==> config.mk <==
export PLATFORM = sky130hd
export DESIGN_NAME = wr_beat_gen
export DESIGN_NICKNAME = d
export VERILOG_FILES = /design/src/rtl/wr_beat_gen.sv
export SDC_FILE = /design/constraint.sdc
export NUM_CORES = 1
export LEC_CHECK = 0
export CORE_UTILIZATION = 49
export CTS_BUF_LIST = sky130_fd_sc_hd__clkbuf_2
export CTS_CLUSTER_SIZE = 8
export DETAILED_ROUTE_END_ITERATION = 10
export PLACE_DENSITY = 0.77
export SLEW_MARGIN = 5
export SYNTH_ARGS = -nofsm -noshare
export SYNTH_HDL_FRONTEND = slang
export SYNTH_SLANG_ARGS = --single-unit
==> constraint.sdc <==
create_clock -name clk -period 2 [get_ports clk]
set_input_delay 0.4 -clock clk [delete_from_list [all_inputs] [get_ports clk]]
set_output_delay 0.4 -clock clk [all_outputs]
set_load 0.05 [all_outputs]
==> src/rtl/wr_beat_gen.sv <==
// DMA write-side beat generator: splits an unaligned (start_addr, length) request into
// aligned bus-width beats with byte strobes. Optional macro WR_BOUNDARY_CHECK_EN adds err.
module wr_beat_gen #(
    parameter int DATA_W = 32,
    parameter int ADDR_W = 32,
    parameter int LEN_W  = 8
) (
    input  logic                   clk,
    input  logic                   rst_n,
    input  logic                   start,
    input  logic [ADDR_W-1:0]      start_addr,
    input  logic [LEN_W-1:0]       length,
    output logic                   busy,
    output logic                   done,
    output logic                   beat_valid,
    input  logic                   beat_ready,
    output logic [ADDR_W-1:0]      beat_addr,
    output logic [DATA_W/8-1:0]    beat_strb,
    output logic                   beat_last,
    output logic                   req_data,
`ifdef WR_BOUNDARY_CHECK_EN
    output logic                   err,
`endif
    output logic [1:0]             dbg_state_o
);

    localparam int BYTES = DATA_W / 8;
    localparam int OFF_W = $clog2(BYTES);
    localparam int CNT_W = LEN_W + 1;

    // Handshake: a beat transfers on any rising edge where beat_valid and beat_ready are both
    // high; beat_addr/strb/last are held unchanged while beat_valid is high and beat_ready low.
    typedef enum logic [1:0] {
        S_IDLE = 2'd0,
        S_RUN  = 2'd1,
        S_DONE = 2'd2
    } state_t;

    state_t             state_q;
    logic               busy_q;
    logic               done_q;
    logic               valid_q;
    logic               last_q;
    logic [ADDR_W-1:0]  addr_q;
    logic [BYTES-1:0]   strb_q;
    logic [BYTES-1:0]   end_strb_q;
    logic [CNT_W-1:0]   cnt_q;

    logic [ADDR_W-1:0]  end_addr;
    logic [ADDR_W-1:0]  first_a;
    logic [ADDR_W-1:0]  last_a;
    logic [ADDR_W-1:0]  span;
    logic [CNT_W-1:0]   nbeats;
    logic [OFF_W-1:0]   off_s;
    logic [OFF_W-1:0]   off_e;
    logic [BYTES-1:0]   mask_first;
    logic [BYTES-1:0]   mask_last;

    always_comb begin
        end_addr   = start_addr + ADDR_W'(length) - ADDR_W'(1);
        first_a    = {start_addr[ADDR_W-1:OFF_W], {OFF_W{1'b0}}};
        last_a     = {end_addr[ADDR_W-1:OFF_W], {OFF_W{1'b0}}};
        span       = last_a - first_a;
        nbeats     = CNT_W'(span >> OFF_W) + CNT_W'(1);
        off_s      = start_addr[OFF_W-1:0];
        off_e      = end_addr[OFF_W-1:0];
        mask_first = {BYTES{1'b1}} << off_s;
        mask_last  = {BYTES{1'b1}} >> (OFF_W'(BYTES - 1) - off_e);
    end

`ifdef WR_BOUNDARY_CHECK_EN
    logic err_q;
    logic cross;
    // A 4 KiB page crossing shows up as a change in the address bits above bit 11.
    assign cross = (start_addr[ADDR_W-1:12] != end_addr[ADDR_W-1:12]);
    assign err   = err_q;
`endif

    always_ff @(posedge clk or negedge rst_n) begin
        if (!rst_n) begin
            state_q    <= S_IDLE;
            busy_q     <= 1'b0;
            done_q     <= 1'b0;
            valid_q    <= 1'b0;
            last_q     <= 1'b0;
            addr_q     <= '0;
            strb_q     <= '0;
            end_strb_q <= '0;
            cnt_q      <= '0;
`ifdef WR_BOUNDARY_CHECK_EN
            err_q      <= 1'b0;
`endif
        end else begin
            case (state_q)
                S_IDLE: begin
                    if (start) begin
                        if (length == '0) begin
                            state_q <= S_DONE;
                            done_q  <= 1'b1;
                        end
`ifdef WR_BOUNDARY_CHECK_EN
                        else if (cross) begin
                            state_q <= S_DONE;
                            done_q  <= 1'b1;
                            err_q   <= 1'b1;
                        end
`endif
                        else begin
                            state_q    <= S_RUN;
                            busy_q     <= 1'b1;
                            valid_q    <= 1'b1;
                            addr_q     <= first_a;
                            end_strb_q <= mask_last;
                            cnt_q      <= nbeats - CNT_W'(1);
                            if (nbeats == CNT_W'(1)) begin
                                strb_q <= mask_first & mask_last;
                                last_q <= 1'b1;
                            end else begin
                                strb_q <= mask_first;
                                last_q <= 1'b0;
                            end
                        end
                    end
                end
                S_RUN: begin
                    if (beat_ready) begin
                        if (last_q) begin
                            state_q <= S_DONE;
                            valid_q <= 1'b0;
                            busy_q  <= 1'b0;
                            done_q  <= 1'b1;
                        end else begin
                            // cnt_q counts beats still to come after the current one.
                            addr_q <= addr_q + ADDR_W'(BYTES);
                            cnt_q  <= cnt_q - CNT_W'(1);
                            if (cnt_q == CNT_W'(1)) begin
                                strb_q <= end_strb_q;
                                last_q <= 1'b1;
                            end else begin
                                strb_q <= '1;
                            end
                        end
                    end
                end
                S_DONE: begin
                    state_q <= S_IDLE;
                    done_q  <= 1'b0;
`ifdef WR_BOUNDARY_CHECK_EN
                    err_q   <= 1'b0;
`endif
                end
                default: state_q <= S_IDLE;
            endcase
        end
    end

    assign busy        = busy_q;
    assign done        = done_q;
    assign beat_valid  = valid_q;
    assign beat_addr   = addr_q;
    assign beat_strb   = strb_q;
    assign beat_last   = last_q;
    assign req_data    = valid_q & beat_ready;
    assign dbg_state_o = state_q;

endmodule
==> results of run 1 <==
stage by stage:
| step | instance area, sq um | util, % | std cells | total power [W] |
|---|---|---|---|---|
| 6_report | 7030 | 83.8 | 867 | 0.0119 |
| 5_1_grt | 7030 | 83.8 | 867 | 0.0126 |
| 4_1_cts | 6430 | 76.8 | 837 | 0.0102 |
| 3_5_place_dp | 6140 | 73.3 | 818 | 0.00946 |
| 3_3_place_gp | 6140 | 73.3 | 818 | 0.00923 |
| 2_1_floorplan | 4550 | - | 557 | 0.00693 |
power by group through the flow:
| stage | clock network [W] | logic [W] | registers (W) |
|---|---|---|---|
| after floorplan | 0 | 0.00354 | 0.00339 |
| after global placement | 0 | 0.00710 | 0.00212 |
| after detailed placement | 0 | 0.00730 | 0.00216 |
| after CTS | 0.000600 | 0.00750 | 0.00212 |
| after global routing | 0.000657 | 0.00971 | 0.00221 |
| final | 0.000603 | 0.00919 | 0.00214 |
flip-flops by register name, summed over array words and instances, names as in the netlist:
name and cells:
beat_addr 30, cnt_q 9, beat_strb 4, end_strb_q 4, dbg_state_o 2, beat_last 1, beat_valid 1, done 1
worst reg2reg max path: cells and delay by family (launching register included):
kind                       cells  cell delay, ns
AOI/OAI and AO/OA              4            0.69
adders and majority gates      1            0.21
buffers and inverters          4            0.57
DFF                            1            0.43
and+or+nand+nor                1            0.11
logic make-up (layout without fill, tap and decap cells):
logic type	Yosys count	count (layout)	share of synthesized area, %
xor gates and xnor gates	24	24	5.04
AOI/OAI and AO/OA	186	186	26.3
other	1	2	0.0868
muxes	6	6	1.39
adders and majority gates	35	35	10.5
and+or+nand+nor	176	176	19.8
DFF	52	52	30.1
buffers and inverters	76	281	6.86
metal layers:
metal / part of all wire, % / up-vias
met5: 0 / -
met2: 51 / 287
met3: 6.3 / 63
met4: 3.3 / 0
li1: - / 2390
met1: 39 / 2447
Yosys cell counts, drive strengths merged (4+ instances only):
| master | count | area (sq um) |
|---|---|---|
| xnor2 | 18 | 165 |
| nor3 | 7 | 35.0 |
| xor2 | 6 | 52.6 |
| and3 | 10 | 62.6 |
| mux2i | 6 | 60.1 |
| o22ai | 14 | 87.6 |
| a21oi | 71 | 359 |
| dfrtp | 52 | 1300 |
| inv | 49 | 184 |
| nand2b | 6 | 37.5 |
| a31oi | 6 | 37.5 |
| nand2 | 53 | 201 |
| o211ai | 4 | 30.0 |
| a211oi | 4 | 42.5 |
| o21ai | 54 | 270 |
| nand3 | 35 | 180 |
| and2 | 5 | 33.8 |
| clkbuf | 18 | 67.6 |
| a21o | 6 | 45.0 |
| ha | 33 | 413 |
| nor4 | 5 | 31.3 |
| buf | 9 | 45.0 |
| nor2 | 37 | 141 |
path summary, 6_finish.rpt:
path                                startpoint        endpoint  slack (ns)  cells after the start
worst max-delay path                 length[1]    beat_strb[1]       -2.17                     22
worst min-delay path                     rst_n   beat_addr[25]        0.35                      2
worst max register to register  dbg_state_o[1]        cnt_q[2]       -0.09                     10
min in group clk                 start_addr[1]    beat_strb[2]        0.36                      4
max in group asynchronous                rst_n  dbg_state_o[0]        0.95                      3
worst min register to register   end_strb_q[0]   end_strb_q[0]        0.51                      1
layout make-up:
cell class | count | area, sq um | area share (%)
sequential | 52 | 1320 | 18.8
tap | 105 | 131 | 1.87
multi-input combinational | 429 | 3340 | 47.6
inverter | 49 | 206 | 2.94
clock buffer | 6 | 30.0 | 0.427
clock inverter | 2 | 38.8 | 0.552
timing repair buffer | 224 | 1950 | 27.8
repair_timing:
item,4_1_cts,5_1_grt
hold buffers,1,0
setup endpoints to repair,70,42
resized for setup,108,84
hold endpoints to repair,19,0
buffers inserted,11,31
cloned,0,2
pin swaps,33,48
==> run_summary.xml, run 1 <==
<?xml version="1.0" encoding="UTF-8"?>
<metrics>
  <group name="cts">
    <metric name="cts.sink_count" unit="">52</metric>
    <metric name="clock-root-buffer" unit="">clkbuf_2</metric>
    <metric name="cts-buffers-inserted" unit="">5</metric>
    <metric name="worst_skew_pair.late_latency" unit="ns">0.47</metric>
    <metric name="htreeDepth" unit="">2</metric>
    <metric name="cts.clk_slew.worst_paths" unit="ns">0.33</metric>
    <metric name="clk_buf_depth" unit="">2</metric>
    <metric name="tritoncts_clock_tree" unit="">done</metric>
  </group>
  <group name="sta">
    <metric name="timing_worst_slew_pin_value" unit="ns">0.622</metric>
    <metric name="report.final.slew_viol_count" unit="">0</metric>
    <metric name="fin_worst_setup_slack" unit="ns">-2.17</metric>
    <metric name="fin_crit" unit="ns">4.17</metric>
    <metric name="unrepaired_setup_endpoints_after_global_routing" unit="">true</metric>
    <metric name="hold_violations" unit="">0</metric>
    <metric name="hold_ws" unit="ns">0.349</metric>
    <metric name="min_period_over_period" unit="%">208</metric>
    <metric name="finalSetupViolations" unit="">38</metric>
    <metric name="max_slew_margin" unit="%">58.0</metric>
    <metric name="final_setup_skew" unit="ns">0.0426</metric>
    <metric name="achievable-frequency" unit="MHz">240</metric>
    <metric name="setup-tns-final" unit="ns">-20.32</metric>
  </group>
  <group name="routing">
    <metric name="dr_total_vias" unit="">5187</metric>
    <metric name="vias_per_cell" unit="">5.98</metric>
    <metric name="drt_iter0_markers" unit="">355</metric>
    <metric name="postRouteWirelength" unit="microns">15700</metric>
    <metric name="route.detailed.wl_per_inst" unit="microns">18.1</metric>
    <metric name="drt_first_pass_iters" unit="">5</metric>
    <metric name="drt_drc_violations_left" unit="">0</metric>
    <metric name="residual_antenna_violating_net_count_after_detailed_routing" unit="">0</metric>
  </group>
  <group name="global_route">
    <metric name="pin_count_of_the_biggest_net_entering_global_routing" unit="">31</metric>
    <metric name="globalRoute.busiestLayer" unit="">met2</metric>
    <metric name="use_met3" unit="%">2.92</metric>
    <metric name="grt_first_pass_wirelength" unit="microns">20800</metric>
    <metric name="antenna_found_initial" unit="">0</metric>
    <metric name="total_congestion_overflow_after_global_routing" unit="">0</metric>
    <metric name="met1_usage" unit="%">35.4</metric>
    <metric name="vias_in_the_first_global_route" unit="">4551</metric>
    <metric name="grtUsageMet2" unit="%">51.3</metric>
    <metric name="grtUsageTotal" unit="%">28.4</metric>
  </group>
  <group name="final_layout">
    <metric name="layout_common_cells" unit="">buf_4, a21oi_1, nand2_1, o21ai_0, dfrtp_1</metric>
    <metric name="post_route_cells_drive_above_1_share" unit="%">39.5</metric>
    <metric name="antenna_cells" unit="">0</metric>
    <metric name="nets" unit="">840</metric>
    <metric name="area.growth.synth_to_final" unit="%">62.6</metric>
    <metric name="leading_cell_type_in_the_layout_fill_and_taps_excluded" unit="">buf_4</metric>
    <metric name="fill_cells" unit="">482</metric>
  </group>
  <group name="synthesis">
    <metric name="netlist_area" unit="sq mm">0.00432</metric>
    <metric name="synth_cell_types" unit="">61</metric>
    <metric name="syn_area_per_cell" unit="sq um">7.77</metric>
    <metric name="synth-warning-count" unit="">0</metric>
    <metric name="synthesis.instances" unit="">556</metric>
    <metric name="synth-edff-count" unit="">0</metric>
    <metric name="postSynthRegisterBits" unit="">52</metric>
    <metric name="synth-async-reset-ratio" unit="%">100</metric>
    <metric name="synth_top_flop_cell" unit="">dfrtp_1</metric>
    <metric name="part_of_the_yosys_area_used_for_sequential_elements" unit="%">30.1</metric>
  </group>
  <group name="setup_path">
    <metric name="delay_contributed_by_the_slowest_stage_of_the_critical_path" unit="ns">0.44</metric>
    <metric name="crit_buf_inv" unit="">6</metric>
    <metric name="cp_common_cell" unit="">buf_4</metric>
    <metric name="cp_max_fo" unit="">3</metric>
    <metric name="cp-start-kind" unit="">input pin</metric>
    <metric name="critical_path.endpoint_type" unit="">flop</metric>
    <metric name="worstSetupPathType" unit="">in -&gt; reg</metric>
    <metric name="critical_path_arrival" unit="ns">4.54</metric>
    <metric name="crit_chain" unit="">buf_8 &gt; inv_6 &gt; ha_4 &gt; inv_4 &gt; ha_4 &gt; buf_4 &gt; buf_4 &gt; a21oi_2 &gt; nor2b_1 &gt; nor2_1 &gt; xnor2_1 &gt; ha_1 &gt; buf_4 &gt; o21ai_1 &gt; a21oi_2 &gt; o41a_1 &gt; a2111oi_4 &gt; nand3_2 &gt; a211o_1 &gt; a221oi_4 &gt; a31oi_1 &gt; a21o_1</metric>
    <metric name="slowest_stage" unit="">o41a_1</metric>
    <metric name="critical-path-top-delay-family" unit="">compound AO/OA/AOI/OAI gates</metric>
    <metric name="critPathRequiredTime" unit="ns">2.38</metric>
  </group>
  <group name="power_and_ir_drop">
    <metric name="power.clock.fraction" unit="%">5.1</metric>
    <metric name="vdd_ir_drop_max" unit="mV">0.891</metric>
    <metric name="power.density_cell_area" unit="mW/mm^2">1700</metric>
    <metric name="power.share.sequential" unit="%">18.0</metric>
    <metric name="power.combinational.fraction" unit="%">77.0</metric>
    <metric name="p_sw" unit="W">0.00628</metric>
    <metric name="cellLeakagePower" unit="nW">3.03</metric>
    <metric name="internal_power" unit="W">0.00566</metric>
    <metric name="sw_frac_of_total" unit="%">52.6</metric>
  </group>
  <group name="place">
    <metric name="port-buffer-count" unit="">84</metric>
    <metric name="gp_congestion" unit="">0.884</metric>
    <metric name="pre_cts_ws" unit="ns">-2.98</metric>
    <metric name="dp_hpwl" unit="microns">9160</metric>
  </group>
  <group name="floorplanning">
    <metric name="design.core.area" unit="sq mm">0.00838</metric>
    <metric name="row_count" unit="">33</metric>
    <metric name="top_level_ports" unit="">87</metric>
    <metric name="die_height" unit="microns">95.9</metric>
    <metric name="die_x_extent" unit="microns">95.9</metric>
    <metric name="die-area" unit="sq mm">0.00920</metric>
    <metric name="initial_utilization" unit="%">51.6</metric>
  </group>
  <group name="min_path">
    <metric name="hp-class" unit="">in -&gt; async</metric>
  </group>
  <group name="outcome">
    <metric name="run_status" unit="">finished with violations</metric>
    <metric name="violations_in_the_final_reports" unit="">negative setup slack</metric>
  </group>
  <group name="job">
    <metric name="maxCapViolCount" unit="">0</metric>
  </group>
</metrics>
Note: power is estimated with default switching activity, not from simulation.
==> inputs of run 2 (changes only) <==
Settings changed: CORE_UTILIZATION 49 to 54, PLACE_DENSITY 0.77 to 0.8.
Clock period 2 ns to 4.7 ns, I/O delays scaled along.
==> run_summary.xml, run 2 (synthesized netlist as in run 1, its figures left out) <==
<?xml version="1.0" encoding="UTF-8"?>
<metrics>
  <group name="global_route">
    <metric name="pin_count_of_the_biggest_net_entering_global_routing" unit="">109</metric>
    <metric name="grt_first_pass_wirelength" unit="microns">19100</metric>
    <metric name="grtUsageTotal" unit="%">27.7</metric>
    <metric name="antenna_found_initial" unit="">0</metric>
    <metric name="total_congestion_overflow_after_global_routing" unit="">0</metric>
    <metric name="vias_in_the_first_global_route" unit="">4295</metric>
  </group>
  <group name="routing">
    <metric name="residual_antenna_violating_net_count_after_detailed_routing" unit="">0</metric>
    <metric name="route.detailed.wl_per_inst" unit="microns">14.7</metric>
    <metric name="postRouteWirelength" unit="microns">11700</metric>
    <metric name="vias_per_cell" unit="">5.67</metric>
    <metric name="drt_first_pass_iters" unit="">4</metric>
    <metric name="drt_drc_violations_left" unit="">0</metric>
    <metric name="dr_total_vias" unit="">4500</metric>
    <metric name="drt_iter0_markers" unit="">212</metric>
  </group>
  <group name="place">
    <metric name="gp_congestion" unit="">0.859</metric>
    <metric name="port-buffer-count" unit="">84</metric>
    <metric name="dp_hpwl" unit="microns">8660</metric>
  </group>
  <group name="final_layout">
    <metric name="final_core_utilization" unit="%">76.7</metric>
    <metric name="leading_cell_type_in_the_layout_fill_and_taps_excluded" unit="">clkdlybuf4s50_1</metric>
    <metric name="largest_register_ff_count" unit="">30</metric>
    <metric name="area.growth.synth_to_final" unit="%">37.1</metric>
    <metric name="post_route_cells_drive_above_1_share" unit="%">17.6</metric>
    <metric name="layout_common_cells" unit="">clkdlybuf4s50_1, buf_4, a21oi_1, nand2_1, dfrtp_1</metric>
    <metric name="antenna_cells" unit="">0</metric>
    <metric name="nets" unit="">770</metric>
  </group>
  <group name="setup_path">
    <metric name="crit_chain" unit="">clkdlybuf4s15_1 &gt; inv_1 &gt; ha_1 &gt; inv_2 &gt; ha_4 &gt; inv_2 &gt; fa_2 &gt; ha_4 &gt; inv_1 &gt; fa_2 &gt; a211oi_4 &gt; or2_4 &gt; o211ai_1 &gt; a2111oi_4 &gt; nand3_2 &gt; a211o_1 &gt; a221oi_4 &gt; a31oi_1 &gt; a21o_1</metric>
    <metric name="reg2regPathDepth" unit="">10</metric>
    <metric name="worstSetupPathType" unit="">in -&gt; reg</metric>
    <metric name="critical_path.endpoint_type" unit="">flop</metric>
    <metric name="delay_contributed_by_the_slowest_stage_of_the_critical_path" unit="ns">0.54</metric>
    <metric name="cp_max_fo" unit="">4</metric>
    <metric name="critical_path_arrival" unit="ns">4.95</metric>
    <metric name="crit-reg2reg-capture" unit="">cnt_q[5]</metric>
    <metric name="start_point_of_the_critical_path" unit="">start_addr[1]</metric>
    <metric name="worstReg2RegStart" unit="">dbg_state_o[1]</metric>
    <metric name="setup.reg_to_reg.worst_slack" unit="ns">1.36</metric>
    <metric name="cp-start-kind" unit="">input pin</metric>
    <metric name="slowest_stage" unit="">fa_2</metric>
    <metric name="cp-endpoint" unit="">beat_strb[1]</metric>
    <metric name="critPathRequiredTime" unit="ns">5.07</metric>
  </group>
  <group name="power_and_ir_drop">
    <metric name="vdd_ir_drop_max" unit="mV">0.735</metric>
    <metric name="sw_frac_of_total" unit="%">53.4</metric>
    <metric name="design_power_total" unit="W">0.00413</metric>
    <metric name="internal_power" unit="W">0.00193</metric>
    <metric name="power.clock.fraction" unit="%">4.5</metric>
    <metric name="p_sw" unit="W">0.00221</metric>
    <metric name="power.share.sequential" unit="%">22.0</metric>
    <metric name="power.combinational.fraction" unit="%">73.5</metric>
    <metric name="power.density_cell_area" unit="mW/mm^2">698</metric>
    <metric name="cellLeakagePower" unit="nW">2.56</metric>
  </group>
  <group name="sta">
    <metric name="max_slew_margin" unit="%">31.4</metric>
    <metric name="finalSetupViolations" unit="">0</metric>
    <metric name="min_period_over_period" unit="%">97.3</metric>
    <metric name="setup-tns-final" unit="ns">0</metric>
    <metric name="final_setup_skew" unit="ns">0.0250</metric>
    <metric name="timing_worst_slew_pin_value" unit="ns">1.03</metric>
    <metric name="achievable-frequency" unit="MHz">219</metric>
    <metric name="hold_violations" unit="">0</metric>
    <metric name="report.final.slew_viol_count" unit="">0</metric>
    <metric name="fin_crit" unit="ns">4.57</metric>
  </group>
  <group name="floorplanning">
    <metric name="die_height" unit="microns">91.5</metric>
    <metric name="die_x_extent" unit="microns">91.5</metric>
    <metric name="die-area" unit="sq mm">0.00836</metric>
    <metric name="top_level_ports" unit="">87</metric>
    <metric name="design.core.area" unit="sq mm">0.00773</metric>
    <metric name="row_count" unit="">32</metric>
    <metric name="initial_utilization" unit="%">55.9</metric>
  </group>
  <group name="outcome">
    <metric name="run_status" unit="">completed</metric>
  </group>
  <group name="job">
    <metric name="maxCapViolCount" unit="">0</metric>
  </group>
  <group name="cts">
    <metric name="tritoncts_clock_tree" unit="">done</metric>
    <metric name="cts.clk_slew.worst_paths" unit="ns">0.26</metric>
    <metric name="clk_buf_depth" unit="">2</metric>
    <metric name="clock-root-buffer" unit="">clkbuf_2</metric>
    <metric name="htreeDepth" unit="">2</metric>
    <metric name="cts.sink_count" unit="">52</metric>
    <metric name="worst_skew_pair.late_latency" unit="ns">0.45</metric>
    <metric name="cts-buffers-inserted" unit="">5</metric>
    <metric name="holdBufCountCts" unit="">0</metric>
  </group>
  <group name="min_path">
    <metric name="hp-class" unit="">reg -&gt; reg</metric>
  </group>
</metrics>
## run 2: cell types whose count changed in the layout (fill, tap and decap cells not counted), sizes merged, moves of 2 or more
cell,delta
buf,-81
dlygate4sd2,-26
clkdlybuf4s15,-3
clkdlybuf4s50,+44
dlymetal6s2s,+2
clkbuf,-5
## run 2: layout make-up
class / instances / area [sq um]
Multi-Input combinational cell: 429 / 2910
Timing Repair Buffer: 154 / 1360
Inverter: 49 / 184
Tap cell: 102 / 128
Clock inverter: 2 / 11.3
Fill cell: 565 / 1800
Clock buffer: 6 / 30.0
Sequential cell: 52 / 1300
## run 2: worst min path at each step
stage | end | from | cells past startpoint
floorplan | end_strb_q[0] | end_strb_q[0] | 1
global placement | end_strb_q[0] | end_strb_q[0] | 1
detailed placement | end_strb_q[0] | end_strb_q[0] | 1
CTS | end_strb_q[0] | end_strb_q[0] | 1
global route | end_strb_q[0] | end_strb_q[0] | 1
finish | end_strb_q[0] | end_strb_q[0] | 1
## run 2: what timing repair did
item,CTS,global route
setup buffers,5,1
resized for setup,18,28
endpoints found under the setup margin,5,7
pin swaps,16,19
## run 2: metrics by stage
| stage | hold WS [ns] | setup WS (ns) | area, sq um | std cells |
|---|---|---|---|---|
| global placement | 0.447 | -0.548 | 5680 | 780 |
| global route | 0.536 | -0.00998 | 5930 | 794 |
| floorplan | 0.429 | 0.0284 | 4330 | 557 |
| CTS | 0.524 | 0.000388 | 5820 | 793 |
| detailed placement | 0.466 | -0.697 | 5680 | 780 |
| finish | 0.511 | 0.128 | 5930 | 794 |
## run 2: routing by layer
metal	wire (microns)	GRT usage (%)	part of all wire, %	vias up
li1	-	-	-	2238
met1	5110	35.7	44	2106
met2	5830	50.1	50	142
met3	580	2.68	5.0	14
met4	160	5.95	1.4	0
met5	0	0	0	-
## run 2: power by group through the flow
stage                     clock network, W  logic (W)  registers, W
final                             0.000188    0.00304      0.000908
after global routing              0.000206    0.00328      0.000945
after CTS                         0.000192    0.00297      0.000903
after detailed placement                 0    0.00292      0.000915
after global placement                   0    0.00284      0.000898
after floorplan                          0    0.00141       0.00142
## run 2: worst max-delay path, delay by kind of cell
kind / cells / cell delay (ns)
adder cells (fa/ha/maj): 5 / 1.46
AND/OR/NAND/NOR: 2 / 0.30
buffers and inverters: 5 / 0.38
AO/OA/AOI/OAI: 7 / 1.85
